**src/rtl/sevenseg_bcd_scan_counter.sv**
```systemverilog
// sevenseg_bcd_scan_counter
// Prescaled N-digit BCD event counter with a time-multiplexed 7-segment
// scan output, optional leading-zero blanking and run-time selectable
// common-anode / common-cathode drive polarity.
module sevenseg_bcd_scan_counter #(
  parameter int N_DIGITS = 4,
  parameter int TICK_DIV = 16,
  parameter int SCAN_DIV = 4,
  parameter int LZ_BLANK = 1
) (
  input  logic                  clk,
  input  logic                  rst,
  input  logic                  en,
  input  logic                  clr,
  input  logic                  cathod_anode,
  output logic [6:0]            seg,
  output logic [N_DIGITS-1:0]   an,
  output logic [4*N_DIGITS-1:0] count,
  output logic                  wrap
);

  localparam int PW = (TICK_DIV > 1) ? $clog2(TICK_DIV) : 1;
  localparam int CW = (SCAN_DIV > 1) ? $clog2(SCAN_DIV) : 1;
  localparam int SW = (N_DIGITS > 1) ? $clog2(N_DIGITS) : 1;

  localparam logic [PW-1:0] PRESC_MAX = PW'(TICK_DIV - 1);
  localparam logic [CW-1:0] SCAN_MAX  = CW'(SCAN_DIV - 1);
  localparam logic [SW-1:0] SEL_MAX   = SW'(N_DIGITS - 1);

  // Segment font, bit order {g,f,e,d,c,b,a}, active high.
  function automatic logic [6:0] font(input logic [3:0] d);
    logic [6:0] f;
    case (d)
      4'd0:    f = 7'h3F;
      4'd1:    f = 7'h06;
      4'd2:    f = 7'h5B;
      4'd3:    f = 7'h4F;
      4'd4:    f = 7'h66;
      4'd5:    f = 7'h6D;
      4'd6:    f = 7'h7D;
      4'd7:    f = 7'h07;
      4'd8:    f = 7'h7F;
      4'd9:    f = 7'h6F;
      default: f = 7'h00;
    endcase
    return f;
  endfunction

  logic [PW-1:0]         presc_q, presc_d;
  logic [4*N_DIGITS-1:0] count_q, count_d;
  logic                  wrap_q, wrap_d;
  logic [CW-1:0]         scan_cnt_q, scan_cnt_d;
  logic [SW-1:0]         sel_q, sel_d;
  logic [6:0]            seg_on_q, seg_on_d;
  logic [N_DIGITS-1:0]   an_on_q, an_on_d;
  logic                  inc_s;

  // Prescaler: advances only while enabled, emits inc on its terminal value.
  always_comb begin
    presc_d = presc_q;
    inc_s   = 1'b0;
    if (clr) begin
      presc_d = '0;
      inc_s   = en && (presc_q == PRESC_MAX);
    end else if (en) begin
      if (presc_q == PRESC_MAX) begin
        presc_d = '0;
        inc_s   = 1'b1;
      end else begin
        presc_d = presc_q + 1'b1;
      end
    end else begin
      presc_d = presc_q;
    end
  end

  // BCD ripple counter; clr wins over inc and suppresses the wrap pulse.
  always_comb begin : bcd_next
    logic       carry;
    logic       all_nines;
    logic [3:0] dig;
    count_d   = count_q;
    wrap_d    = 1'b0;
    carry     = inc_s;
    all_nines = 1'b1;
    for (int k = 0; k < N_DIGITS; k++) begin
      dig       = count_q[4*k +: 4];
      all_nines = all_nines && (dig == 4'd9);
      if (carry) begin
        if (dig == 4'd9) begin
          count_d[4*k +: 4] = 4'd0;
        end else begin
          count_d[4*k +: 4] = dig + 4'd1;
          carry             = 1'b0;
        end
      end else begin
        count_d[4*k +: 4] = dig;
      end
    end
    if (clr) begin
      count_d = '0;
      wrap_d  = 1'b0;
    end else if (inc_s) begin
      wrap_d  = all_nines;
    end else begin
      count_d = count_q;
      wrap_d  = 1'b0;
    end
  end

  // Free-running scan engine: dwell SCAN_DIV cycles per digit, then advance.
  always_comb begin
    scan_cnt_d = scan_cnt_q;
    sel_d      = sel_q;
    if (scan_cnt_q == SCAN_MAX) begin
      scan_cnt_d = '0;
      if (sel_q == SEL_MAX) begin
        sel_d = '0;
      end else begin
        sel_d = sel_q + 1'b1;
      end
    end else begin
      scan_cnt_d = scan_cnt_q + 1'b1;
      sel_d      = sel_q;
    end
  end

  // Decode the selected digit to strobe and segments, with leading-zero blanking.
  always_comb begin : decode_next
    logic                higher_zero;
    logic [N_DIGITS-1:0] blank;
    logic [3:0]          dig_sel;
    logic                blank_sel;
    higher_zero = 1'b1;
    blank       = '0;
    dig_sel     = 4'd0;
    blank_sel   = 1'b0;
    an_on_d     = '0;
    for (int k = N_DIGITS - 1; k >= 0; k--) begin
      higher_zero = higher_zero && (count_q[4*k +: 4] == 4'd0);
      blank[k]    = (LZ_BLANK != 0) && (k > 0) && higher_zero;
    end
    for (int k = 0; k < N_DIGITS; k++) begin
      if (sel_q == SW'(k)) begin
        an_on_d[k] = 1'b1;
        dig_sel    = count_q[4*k +: 4];
        blank_sel  = blank[k];
      end else begin
        an_on_d[k] = 1'b0;
      end
    end
    if (blank_sel) begin
      seg_on_d = 7'h00;
    end else begin
      seg_on_d = font(dig_sel);
    end
  end

  // State registers; reset leaves the display dark in either polarity.
  always_ff @(posedge clk or negedge rst) begin
    if (!rst) begin
      presc_q    <= '0;
      count_q    <= '0;
      wrap_q     <= 1'b0;
      scan_cnt_q <= '0;
      sel_q      <= '0;
      seg_on_q   <= 7'h00;
      an_on_q    <= '0;
    end else begin
      presc_q    <= presc_d;
      count_q    <= count_d;
      wrap_q     <= wrap_d;
      scan_cnt_q <= scan_cnt_d;
      sel_q      <= sel_d;
      seg_on_q   <= seg_on_d;
      an_on_q    <= an_on_d;
    end
  end

  // Pin polarity: CA inverts segments, CC inverts strobes; switches instantly.
  always_comb begin
    if (cathod_anode) begin
      seg = ~seg_on_q;
      an  = an_on_q;
    end else begin
      seg = seg_on_q;
      an  = ~an_on_q;
    end
  end

  assign count = count_q;
  assign wrap  = wrap_q;

endmodule

```
**config.mk**
```make
export PLATFORM = sky130hd
export DESIGN_NAME = sevenseg_bcd_scan_counter
export DESIGN_NICKNAME = d
export VERILOG_FILES = /design/src/rtl/sevenseg_bcd_scan_counter.sv
export SDC_FILE = /design/constraint.sdc
export NUM_CORES = 1
export LEC_CHECK = 0
export ABC_AREA = 0
export BUFFER_PORTS_ARGS = -buffer_cell sky130_fd_sc_hd__buf_4
export CAP_MARGIN = 15
export CORE_UTILIZATION = 60
export CTS_CLUSTER_DIAMETER = 50
export DETAILED_ROUTE_END_ITERATION = 10
export PLACE_DENSITY = 0.83
export SYNTH_ARGS = -nofsm -noshare
export SYNTH_HDL_FRONTEND = slang
export SYNTH_SLANG_ARGS = --single-unit
export TNS_END_PERCENT = 1
```
**constraint.sdc**
```tcl
create_clock -name clk -period 4.66 [get_ports clk]
set_input_delay 0.233 -clock clk [delete_from_list [all_inputs] [get_ports clk]]
set_output_delay 0.233 -clock clk [all_outputs]
set_load 0.005 [all_outputs]
```
Yosys cells after proc, flatten, opt, wreduce, memory -nomap -nowiden
Memories as Yosys holds them, arrays and structs flattened.
Index checks and enable logic that the tools add are counted.
Word-level totals
  word-level logic and storage cells: 86
  memory bits (read-only): 112
  output and inout bits: 28
  memories kept: 1
  register bits: 36
Operators by class
  $add $sub $neg: 7
  eq/ne operators: 9
  reductions and logical operators: 18
  bitwise gates (word level): 2
  mux-type cells: 39
Memories
  (name not given): depth 16, bits a word 7, read ports 1, clocked after memory_dff 0, write ports 0, line 33  | case (d)
Operator list (count)
  4-bit two-way mux: 15
  16-bit two-way mux: 2
  4-bit by 1-bit adder with 4-bit output, second input constant: 5
  4-bit == test, second input constant: 5
  1-bit two-way mux: 18
  7-bit two-way mux: 2
  4-bit zero test: 3
  2-bit nonzero test: 5
  7-bit NOT: 1
  2-bit == test, second input constant: 3
  1-bit logical AND: 6
  2-bit AND reduction: 3
  2-bit by 1-bit adder with 2-bit output, second input constant: 2
  2-bit two-way mux: 2
  4-bit NOT: 1
  2-bit by 1-bit == test with 1-bit output, second input constant: 1
  2-bit zero test: 1

Longest topological paths before layout
  word-level depth: 10
  depth in mapped cells: 11

Least setup slack after synthesis
OpenSTA, ideal clock, no wires.
  path type: register to register
  from: reg sel_q[0]
  to: reg seg_on_q[1]
  data arrival time: 1.873 ns
  cell stages (with the launch flop): 10
  setup slack: 2.651 ns
  clock period less this slack: 2.009 ns
  data required time: 4.524 ns
  cells stage by stage: dfrtp_1 inv_1 ha_1 buf_2 a211oi_1 a211oi_1 ha_1 nand2b_1 a21oi_1 nor2_1
Between the ends
  cells in the longest elaborated chain, start to end: 7
  elaborated cells between the ends (all ways): 13
  those cells by class: eq/ne (3); mux (8); reduce/logical (1); memory (1)
Ends and longest elaborated chain
  from (decl): line 53  | logic [SW-1:0] sel_q, sel_d;
  from (signal assigned): line 174  | sel_q <= sel_d;
  2-bit zero test: line 144  | if (sel_q == SW'(k)) begin
  4-bit two-way mux (4 in a row): line 144
  memory 16 x 7 bit
  7-bit two-way mux *: line 152  | if (blank_sel) begin
  net seg_on_d[1]: line 54  | logic [6:0] seg_on_q, seg_on_d;
  to (signal assigned): line 175  | seg_on_q <= seg_on_d;
  to (decl): line 54
The timed path passes the listed nets; every way through them passes the cells marked *.
A chain may end at the register's enable or synchronous reset.

Final worst setup path
  from: reg sel_q[0]
  to: reg seg_on_q[0]
Same word-level chain as after synthesis.

==> summary.md <==
The area share of the largest cell type after synthesis was 0.409; the number of nets with antenna violations after routing was 0. After the first detailed-routing iteration, the DRC count stood at 106. Once the clock tree was built, the setup fixing pass inserted 0 buffers.

The power per cell area is 216 nW/um^2. The core region is 3420 sq um. The worst setup path is captured at a flop. TritonCTS built the clock tree. The later pin in the worst-skew pair is clocked with a latency of 340 ps. Counting flops and latches in the post-synthesis netlist gives 36. Yosys printed 0 warnings. The final worst-path cycle share was 0.492; the largest fanout on the critical path was 10. The clock period could shrink to 2290 ps.

Counting every instance in the synthesized netlist gives 224. The area after detailed placement is 2470 sq um. Setup total negative slack: 0 ps.

The longest clock path from root to sink contains 2 buffers. The post-synthesis net count was 251; the via count of the first global-routing pass was 1618. The number of fillers in the final layout was 266; the growth of design area from synthesis to finish was 15.4%. The multi-input combinational cells in the finished layout cover a total of 1220 sq um. After detailed placement, the design holds a cell count of 297. The flow ran to the end, and the final reports show no timing, DRC or antenna violations. The tool flagged a number of max-cap violations equal to 0. For this block, the via count after detailed routing is 1685. After the flow finishes, the layout carries non-filler instances totaling 306.

The top cell types in the final layout, fill and taps aside, are 36 x sky130_fd_sc_hd__dfrtp_1, 32 x sky130_fd_sc_hd__buf_4, 22 x sky130_fd_sc_hd__nor2_1, 22 x sky130_fd_sc_hd__nand2_1, 22 x sky130_fd_sc_hd__ha_1. Clock skew on the completed layout was measured at 8.11 ps. The total number of H-tree levels was 2; the cell internal power dissipation was 0.411 mW. Clock tree synthesis selected as its root buffer the cell sky130_fd_sc_hd__clkbuf_4. Detailed placement ended at an HPWL of 2990 microns. Setup violations remaining at the end of the flow were counted as 0. The post-route total power is 0.550 mW, and the switching share of total power is 0.251. Sorting the synthesized cells by area gives the leading types as sky130_fd_sc_hd__dfrtp_1 41%, sky130_fd_sc_hd__ha_1 12%, sky130_fd_sc_hd__nand2_1 3.7%. The logs give 0 for the diode insertion count for antenna repair and 0.409 for the portion of the post-synthesis area used by sequential elements.

In this run the tool buffered the top-level ports with 32 buffer cells. The number of slew-limit violations in the final report was 0. The placer congestion estimate came out at 0.772.

The logs give 1 for the hold-fix buffer count after cts and 4 for the first-pass iteration count of the detailed router. The worst hold path belongs to the class primary input to flop. The library cell used most frequently in the layout, excluding fill and tap cells, is sky130_fd_sc_hd__dfrtp_1.

The slew at the pin closest to its max-slew limit was 515 ps. The worst slew margin relative to its limit came out at 0.657. The logs give 2370 ps for the register-to-register setup slack and 5 for the number of buffers added by the clock tree synthesis step.

The run gives 43 as the number of distinct library cell variants in the gate-level netlist after synthesis. Proportion of power drawn by combinational gates: 0.087. After clock tree synthesis, the clock-pin slew on the worst setup and hold paths is 110 ps. A synthesized cell averages 9.84 sq um. The logs give 1.20 nW for the static leakage and 0 for the count of endpoints failing hold in the final timing report. The run gives 0.591 as the sequential fraction of design power. Summing all non-filler instances in the final layout gives an area of 2540 sq um. The first-pass GRT wire length is 7070 microns. CTS saw 36 sinks. The tools report the starting utilization of the core area as 0.645.

The category of the most critical setup path was flop to flop. The register area came out at 901 sq um. At the end of the flow, the number of nets in the layout was 286. The tools report the global-route usage over all layers as 0.228. The share of cells above drive strength 1 works out to 0.196. Setup repair after global routing left no endpoint under its margin. For this run, design rule violations remaining after detail routing come to 0. After floorplanning, the core was divided into 21 placement rows.

The die area came out at 3920 sq um. For the signal arrival time at the worst endpoint, the log shows 2570 ps. Number of antenna violations at the first check in global routing: 0. The die outline height was 62.6 microns.

The tools report the required time of the critical path as 4940 ps. The worst setup path is launched from a flop. The number of instances resized during post-cts repair was 0; the chip width was 62.6 microns. VDD sags by at most 0.154 mV. The clock share of power came out at 0.322. In this run the power spent charging and discharging nets is 0.138 mW. For the netlist area before placement, the log shows 2200 sq um. sky130_fd_sc_hd__dfrtp_1 takes more of the synthesized area than any other cell. The I/O pin count is 33, and the mean routed wirelength per cell is 13.1 microns. Ratio of routed vias to standard cells: 5.51. Fmax: 437 MHz. Summed over all layers, the routed wires come to 4010 microns. Entering global routing, the biggest net connects 37 pins.

The total global routing overflow came out at 0.
## flip-flops by register name (all words and copies together), names as in the netlist
register and flops:
scan_cnt_q 2, sel_q 2, seg_on_q 7, count 16
an_on_q 4, wrap 1, presc_q 4
## metrics by stage
| stage | worst slack [ps] | hold WS, ps | utilization |
|---|---|---|---|
| after floorplan | 2650 | -62.6 | - |
| after global placement | 2510 | 216 | 0.724 |
| after detailed placement | 2390 | 215 | 0.724 |
| after CTS | 2360 | 194 | 0.745 |
| after global routing | 2120 | 203 | 0.745 |
| final | 2370 | 199 | 0.745 |
## cells in the mapped netlist, drive strengths merged
library cell / n
a211oi: 7
a21oi: 17
a311oi: 1
a31o: 1
a41oi: 1
and3: 1
and3b: 1
and4: 1
buf: 4
clkbuf: 1
dfrtp: 36
ha: 22
inv: 15
mux2i: 8
nand2: 22
nand2b: 2
nand3: 6
nand3b: 7
nand4: 1
nand4b: 1
nor2: 22
nor2b: 3
nor3: 3
nor3b: 3
nor4bb: 1
o211ai: 3
o21ai: 11
o221ai: 1
o31ai: 2
o32ai: 2
or2: 1
or2b: 2
or3: 1
xnor2: 6
xor2: 8
## power groups by stage
stage	clock [mW]	sequential (mW)	combinational [mW]
2_1_floorplan	0	0.329	0.0237
3_3_place_gp	0	0.331	0.0470
3_5_place_dp	0	0.331	0.0479
4_1_cts	0.181	0.325	0.0488
5_1_grt	0.193	0.326	0.0540
6_report	0.177	0.325	0.0476
## worst max-delay path, cell delays in order, from the launching register on
cell	delay, ps
sky130_fd_sc_hd__dfrtp_1	420
sky130_fd_sc_hd__inv_1	120
sky130_fd_sc_hd__ha_1	340
sky130_fd_sc_hd__a211oi_1	90
sky130_fd_sc_hd__a211oi_1	470
sky130_fd_sc_hd__inv_1	190
sky130_fd_sc_hd__ha_1	230
sky130_fd_sc_hd__mux2i_1	150
sky130_fd_sc_hd__nand2_1	70
sky130_fd_sc_hd__a21oi_1	150
## final timing paths
kind	depth (start not counted)	endpoint	startpoint
worst max-delay path	9	seg_on_q[0]$_DFF_PN0_	sel_q[0]$_DFFE_PN0P_
worst min-delay path	2	count[0]$_DFFE_PN0P_	clr
worst max register to register	9	seg_on_q[0]$_DFF_PN0_	sel_q[0]$_DFFE_PN0P_
worst min register to register	1	scan_cnt_q[0]$_DFF_PN0_	scan_cnt_q[0]$_DFF_PN0_
max in group asynchronous	2	presc_q[2]$_DFFE_PN0P_	rst
min in group asynchronous	2	count[12]$_DFFE_PN0P_	rst
## routing by layer
metal / vias to the layer above / GRT usage / share of wire
met5: - / 0 / 0
met4: 0 / 0.119 / 0.034
met3: 13 / 0.0328 / 0.028
met2: 36 / 0.397 / 0.49
met1: 790 / 0.273 / 0.45
li1: 846 / - / -
## logic make-up after synthesis
family | Yosys count | share of synthesized area
buffers and inverters | 20 | 0.0386
XOR/XNOR | 14 | 0.0556
adder cells (fa/ha/maj) | 22 | 0.125
multiplexers | 8 | 0.0363
AND/OR/NAND/NOR | 78 | 0.198
AO/OA/AOI/OAI | 46 | 0.138
flip-flops | 36 | 0.409
## area by class of cell
cell class / count / area share
multi-input cells: 168 / 0.479
flip-flops and latches: 36 / 0.354
repair buffers: 33 / 0.0983
well taps: 46 / 0.0226
inverters: 15 / 0.0221
clock buffers: 6 / 0.0202
clock inverters: 2 / 0.00393
(Power assumes the default switching activity.)
